--- src/rtl/vga_timing_gen.sv ---
// vga_timing_gen: parametrised VGA timing generator with a latency-matched pixel pipeline.
// Ports: in  pclk, reset (sync, active-high), pix_ce, vga_data[3*CW], pattern_sel (VGA_TEST_PATTERN_EN only)
//        out h_addr/v_addr[AW], addr_req, hsync, vsync, valid, frame_start, line_start, vga_r/g/b[CW]
// Optional feature macro: VGA_TEST_PATTERN_EN (adds pattern_sel and an 8-bar colour generator).
module vga_timing_gen #(
    parameter int H_ACTIVE = 640,
    parameter int H_FP     = 16,
    parameter int H_SYNC   = 96,
    parameter int H_BP     = 48,
    parameter int V_ACTIVE = 480,
    parameter int V_FP     = 10,
    parameter int V_SYNC   = 2,
    parameter int V_BP     = 33,
    parameter int HS_POL   = 0,
    parameter int VS_POL   = 0,
    parameter int DATA_LAT = 1,
    parameter int CW       = 8,
    parameter int AW       = 10
) (
    input  logic            pclk,
    input  logic            reset,
    input  logic            pix_ce,
    input  logic [3*CW-1:0] vga_data,
`ifdef VGA_TEST_PATTERN_EN
    input  logic            pattern_sel,
`endif
    output logic [AW-1:0]   h_addr,
    output logic [AW-1:0]   v_addr,
    output logic            addr_req,
    output logic            hsync,
    output logic            vsync,
    output logic            valid,
    output logic            frame_start,
    output logic            line_start,
    output logic [CW-1:0]   vga_r,
    output logic [CW-1:0]   vga_g,
    output logic [CW-1:0]   vga_b
);

    localparam int H_TOTAL = H_ACTIVE + H_FP + H_SYNC + H_BP;
    localparam int V_TOTAL = V_ACTIVE + V_FP + V_SYNC + V_BP;
    localparam int D       = DATA_LAT + 1;

    localparam logic [AW-1:0] H_ACT = AW'(H_ACTIVE);
    localparam logic [AW-1:0] H_SS  = AW'(H_ACTIVE + H_FP);
    localparam logic [AW-1:0] H_SE  = AW'(H_ACTIVE + H_FP + H_SYNC);
    localparam logic [AW-1:0] H_MAX = AW'(H_TOTAL - 1);
    localparam logic [AW-1:0] V_ACT = AW'(V_ACTIVE);
    localparam logic [AW-1:0] V_SS  = AW'(V_ACTIVE + V_FP);
    localparam logic [AW-1:0] V_SE  = AW'(V_ACTIVE + V_FP + V_SYNC);
    localparam logic [AW-1:0] V_MAX = AW'(V_TOTAL - 1);

    // Control bundle bit positions inside the display delay line
    localparam int C_HS = 0;
    localparam int C_VS = 1;
    localparam int C_VD = 2;
    localparam int C_LS = 3;
    localparam int C_FS = 4;

    logic [AW-1:0] h_cnt;
    logic [AW-1:0] v_cnt;
    logic          h_last;
    logic          v_last;

    assign h_last = (h_cnt == H_MAX);
    assign v_last = (v_cnt == V_MAX);

    always_ff @(posedge pclk) begin
        if (reset) begin
            h_cnt <= '0;
            v_cnt <= '0;
        end else if (pix_ce) begin
            if (h_last) begin
                h_cnt <= '0;
                v_cnt <= v_last ? '0 : v_cnt + 1'b1;
            end else begin
                h_cnt <= h_cnt + 1'b1;
            end
        end
    end

    // Fetch stage: address presented to the upstream frame source
    assign addr_req = (h_cnt < H_ACT) && (v_cnt < V_ACT);
    assign h_addr   = addr_req ? h_cnt : '0;
    assign v_addr   = addr_req ? v_cnt : '0;

    logic       hs_src;
    logic       vs_src;
    logic       fs_src;
    logic       ls_src;
    logic [4:0] ctl_src;

    assign hs_src  = (h_cnt >= H_SS) && (h_cnt < H_SE);
    assign vs_src  = (v_cnt >= V_SS) && (v_cnt < V_SE);
    assign fs_src  = (h_cnt == '0) && (v_cnt == '0);
    assign ls_src  = (h_cnt == '0) && (v_cnt < V_ACT);
    assign ctl_src = {fs_src, ls_src, addr_req, vs_src, hs_src};

    // Sync levels are carried active-high and converted to pin polarity at the end,
    // so a cleared delay line naturally means "sync inactive".
    logic [4:0] ctl_d [D];

    always_ff @(posedge pclk) begin
        if (reset) begin
            for (int i = 0; i < D; i++) ctl_d[i] <= '0;
        end else if (pix_ce) begin
            ctl_d[0] <= ctl_src;
            for (int i = 1; i < D; i++) ctl_d[i] <= ctl_d[i-1];
        end
    end

    // addr_req delayed by DATA_LAT: lines up with the vga_data for the same pixel
    logic req_tap;

    generate
        if (DATA_LAT == 0) begin : g_tap0
            assign req_tap = addr_req;
        end else begin : g_tapn
            assign req_tap = ctl_d[DATA_LAT-1][C_VD];
        end
    endgenerate

    logic [3*CW-1:0] src_data;

`ifdef VGA_TEST_PATTERN_EN
    localparam logic [AW-1:0] BAR_W = AW'(H_ACTIVE / 8);

    logic [2:0]    bar;
    logic [3*CW:0] pat_src;
    logic [3*CW:0] pat_tap;

    // Bar order white..black maps to RGB bits r=~b1, g=~b2, b=~b0 of the bar index
    assign bar     = 3'(h_addr / BAR_W);
    assign pat_src = {pattern_sel, {CW{~bar[1]}}, {CW{~bar[2]}}, {CW{~bar[0]}}};

    // Pattern and its select travel with the same latency as upstream data
    generate
        if (DATA_LAT == 0) begin : g_pat0
            assign pat_tap = pat_src;
        end else begin : g_patn
            logic [3*CW:0] pat_d [DATA_LAT];

            always_ff @(posedge pclk) begin
                if (reset) begin
                    for (int i = 0; i < DATA_LAT; i++) pat_d[i] <= '0;
                end else if (pix_ce) begin
                    pat_d[0] <= pat_src;
                    for (int i = 1; i < DATA_LAT; i++) pat_d[i] <= pat_d[i-1];
                end
            end

            assign pat_tap = pat_d[DATA_LAT-1];
        end
    endgenerate

    assign src_data = pat_tap[3*CW] ? pat_tap[3*CW-1:0] : vga_data;
`else
    assign src_data = vga_data;
`endif

    logic [3*CW-1:0] rgb;

    always_ff @(posedge pclk) begin
        if (reset) begin
            rgb <= '0;
        end else if (pix_ce) begin
            rgb <= req_tap ? src_data : '0;
        end
    end

    logic hs_q;
    logic vs_q;

    assign hs_q        = ctl_d[D-1][C_HS];
    assign vs_q        = ctl_d[D-1][C_VS];
    assign hsync       = (HS_POL != 0) ? hs_q : ~hs_q;
    assign vsync       = (VS_POL != 0) ? vs_q : ~vs_q;
    assign valid       = ctl_d[D-1][C_VD];
    assign line_start  = ctl_d[D-1][C_LS];
    assign frame_start = ctl_d[D-1][C_FS];
    assign vga_r       = rgb[3*CW-1:2*CW];
    assign vga_g       = rgb[2*CW-1:CW];
    assign vga_b       = rgb[CW-1:0];

endmodule

--- config.mk ---
export PLATFORM = sky130hd
export DESIGN_NAME = vga_timing_gen
export DESIGN_NICKNAME = d
export VERILOG_FILES = /design/src/rtl/vga_timing_gen.sv
export SDC_FILE = /design/constraint.sdc
export NUM_CORES = 1
export LEC_CHECK = 0
export CAP_MARGIN = 30
export CORE_MARGIN = 2
export CORE_UTILIZATION = 35
export CTS_CLUSTER_DIAMETER = 100
export DETAILED_ROUTE_END_ITERATION = 6
export SYNTH_ARGS = -nofsm -noshare
export SYNTH_HDL_FRONTEND = slang
export SYNTH_SLANG_ARGS = --single-unit
export TNS_END_PERCENT = 5
--- constraint.sdc ---
create_clock -name pclk -period 2.5 [get_ports pclk]
set_clock_uncertainty 0.15 [all_clocks]
set_input_delay 0.5 -clock pclk [delete_from_list [all_inputs] [get_ports pclk]]
set_output_delay 0.5 -clock pclk [all_outputs]
set_load 0.02 [all_outputs]
==> flow_summary_export.csv <==
group,metric,value,unit
outcome,status,"finished, final reports clean",
critical_path,critPathArrivalTime,1.72,ns
grt,grt_use_total,0.162,
logic_synthesis,synth_edf_count,10,
grt,grt_pass1_wl,9600,microns
hold_path,hold_class,"flop to flop",
placed_design,place_area,0.00330,sq mm
power_and_ir_drop,internal-power,0.00122,W
floorplan,num_rows,30,
timing,slew_viol_final,0,
critical_path,r2r_setup_slack,0.47,ns
cts,cts_sinks,54,
critical_path,cp.depth,6,
layout,final_cell_area,0.00334,sq mm
logic_synthesis,netlist_area,0.00240,sq mm
critical_path,crit_type,"flop to output pin",
timing,max_freq,0.421,GHz
layout,drive_gt1_frac,0.133,
logic_synthesis,synth_nets,270,
hold_path,min_from,"rgb[7]",
power_and_ir_drop,p_comb_frac,0.109,
power_and_ir_drop,powerDensity,488,mW/mm^2
timing,slew_headroom,0.395,
timing,hold_viol,0,
timing,fin_crit_sh,0.949,
floorplan,initial_core_util,0.357,
logic_synthesis,ys.flop_type,"dfxtp_1",
run,cap_viol_max_count,0,
detailed_routing,routed_via_density,5.13,
critical_path,end_kind,"output pin",
detailed_routing,antenna_left,0,
power_and_ir_drop,switching_share,0.254,
critical_path,crit_start,"h_cnt[7]",
cts,cts_tree,"yes",
placed_design,dpl.hpwl,4420,microns
critical_path,path_cells,"o21ai_0 -> nand2_1 -> nor2_1 -> buf_4 -> and2_1 -> clkdlybuf4s15_1",
layout,antennaDiodeCount,0,
logic_synthesis,synth-seq-cells,54,
hold_path,min_path_cells,1,
timing,min_period,2.37,ns
critical_path,timing.rr.start,"v_cnt[1]",
detailed_routing,dr_total_vias,2067,
floorplan,die_area,0.00752,sq mm
logic_synthesis,ys_seq_area_frac,0.493,
critical_path,max_stage_delay,0.32,ns
layout,area_growth,39.5,%
critical_path,slowest_stage,"dfxtp_1",
logic_synthesis,syn_inst,238,
critical_path,crit_family,"buffers and inverters",
timing,worst_pin_slew,0.908,ns
grt,grt_pass1_vias,1908,
timing,rsz0062_at_grt,"true",
placed_design,io_buffers,75,
power_and_ir_drop,seq_power_share,0.569,
power_and_ir_drop,clockPowerShare,0.322,
detailed_routing,wl_per_cell,15.0,microns
power_and_ir_drop,ir_drop,0.211,mV
layout,final_nets,354,
critical_path,critPathLaunchType,"flop",
floorplan,die_w,86.7,microns
power_and_ir_drop,leakage,1.31,nW
hold_path,min_delay_worst_endpoint,"rgb[7]",
cts,clk-insertion-delay-late,0.31,ns
layout,final_cell_mix,"clkdlybuf4s50_1 (55), dfxtp_1 (44), a22o_1 (24), nor3_1 (19), and2_1 (18)",
detailed_routing,drt_pass1_iterations,4,
floorplan,die_h,86.7,microns
critical_path,path_buf_inv,2,
logic_synthesis,synth_async_sr_flop_share,0,
cts,clk_pin_slew,0.10,ns
grt,antenna_found_initial,0,
cts,cts_made_buffers,5,
cts,htreeDepth,2,
critical_path,crit_required,1.85,ns
grt,overflow,0,
grt,grt_max_degree,26,
critical_path,critPathMaxFanout,9,
critical_path,reg2reg_depth,6,
cts,clk_path_buf_depth,2,
critical_path,worstReg2RegEnd,"v_cnt[7]",
detailed_routing,drtIter0Drc,119,
floorplan,boundaryPins,77,
power_and_ir_drop,p_total,0.00163,W
layout,final_common_cell,"clkdlybuf4s50_1",
timing,finalSetupViolCount,0,
logic_synthesis,avgSynthCellArea,10.1,sq um
placed_design,gp_congestion,0.821,
floorplan,placeableCoreArea,0.00672,sq mm
logic_synthesis,ys_types,46,
cts,cts_root_buf,"clkbuf_8",
power_and_ir_drop,p_sw,0.000414,W
logic_synthesis,yosys_warnings,0,
detailed_routing,drt_wl_total,6050,microns
detailed_routing,drc,0,
==> registers in the layout, summed over array words and instances, names as in the netlist <==
signal	count
ctl_d	10
h_cnt	10
rgb	24
v_cnt	10
==> cell usage after synthesis (2+ instances only) <==
cell,count,share of area
a21boi_0,2,0.0063
nand3_1,6,0.013
buf_2,4,0.0084
or4_1,6,0.019
clkbuf_1,8,0.013
xor2_1,5,0.018
nand2_1,8,0.013
xnor2_1,3,0.011
inv_1,8,0.013
edfxtp_1,10,0.13
nand2b_1,2,0.0052
o21ai_0,7,0.015
nand4_1,6,0.016
a21oi_1,10,0.021
and4_1,2,0.0073
and3_1,2,0.0052
o31ai_1,3,0.0094
nor2b_1,2,0.0052
or3_1,2,0.0052
ha_1,5,0.026
nor3_1,19,0.040
dfxtp_1,44,0.37
nor4_1,2,0.0052
nor2_1,10,0.016
a22o_1,24,0.088
and2_1,18,0.047
==> kinds of logic after synthesis <==
| kind of cell | after synthesis | share of synthesized area |
|---|---|---|
| and+or+nand+nor | 95 | 0.249 |
| DFF | 54 | 0.493 |
| AOI/OAI and AO/OA | 51 | 0.156 |
| buffers and inverters | 23 | 0.0407 |
| xor gates and xnor gates | 8 | 0.0292 |
| adders and majority gates | 5 | 0.0261 |
| other | 1 | 0.00157 |
| muxes | 1 | 0.00470 |
==> cell type report <==
class | instances | area (sq um)
fillers | 637 | 3380
flip-flops and latches | 54 | 1180
multi-input cells | 161 | 1120
repair buffers | 91 | 812
well taps | 80 | 100
clock buffers | 5 | 68.8
inverters | 9 | 35.0
clock inverters | 3 | 28.8
==> power by group through the flow <==
stage          Clock (W)  Combinational (W)  Sequential (W)
6_report        0.000525           0.000178        0.000928
5_1_grt         0.000572           0.000191        0.000932
4_1_cts         0.000546           0.000180        0.000929
3_5_place_dp           0           0.000181        0.000948
3_3_place_gp           0           0.000180        0.000947
2_1_floorplan          0          0.0000572        0.000969
==> worst max path at each step <==
stage	to	slack, ns
2_1_floorplan	h_addr[5]	0.37
3_3_place_gp	ctl_d[0][7]	0.05
3_5_place_dp	ctl_d[0][7]	0.04
4_1_cts	h_addr[8]	0.03
5_1_grt	v_addr[4]	-0.03
6_report	v_addr[4]	0.13
==> through the flow <==
step           hold WS, ns  TNS (ns)  instances   util  setup WS, ns
2_1_floorplan        0.340         0        238      -         0.367
3_3_place_gp         0.311         0        395  0.492        0.0527
3_5_place_dp         0.313         0        395  0.492        0.0408
4_1_cts              0.342         0        403  0.503        0.0338
5_1_grt              0.360   -0.0265        403  0.498       -0.0265
6_report             0.341         0        403  0.498         0.126
==> worst register-to-register path, stage by stage, from the launching register on <==
cell	delay, ns
dfxtp_1	0.45
inv_1	0.12
ha_1	0.21
and3b_1	0.21
and2_1	0.21
or4_1	0.48
a21oi_1	0.15
==> layer usage <==
metal  up-vias  share of wire  track usage
met5         -              0            0
met4         0          0.014       0.0469
met3         7          0.030       0.0343
met2        38           0.50        0.265
met1       983           0.46        0.217
li1       1039              -            -
==> what timing repair did <==
item / CTS / global route
setup endpoints to repair: 20 / 13
endpoints found under the hold margin: 0 / 0
gates resized for setup: 20 / 23
buffers inserted: 0 / 0
hold buffers: 0 / 0
(Power assumes the default switching activity.)
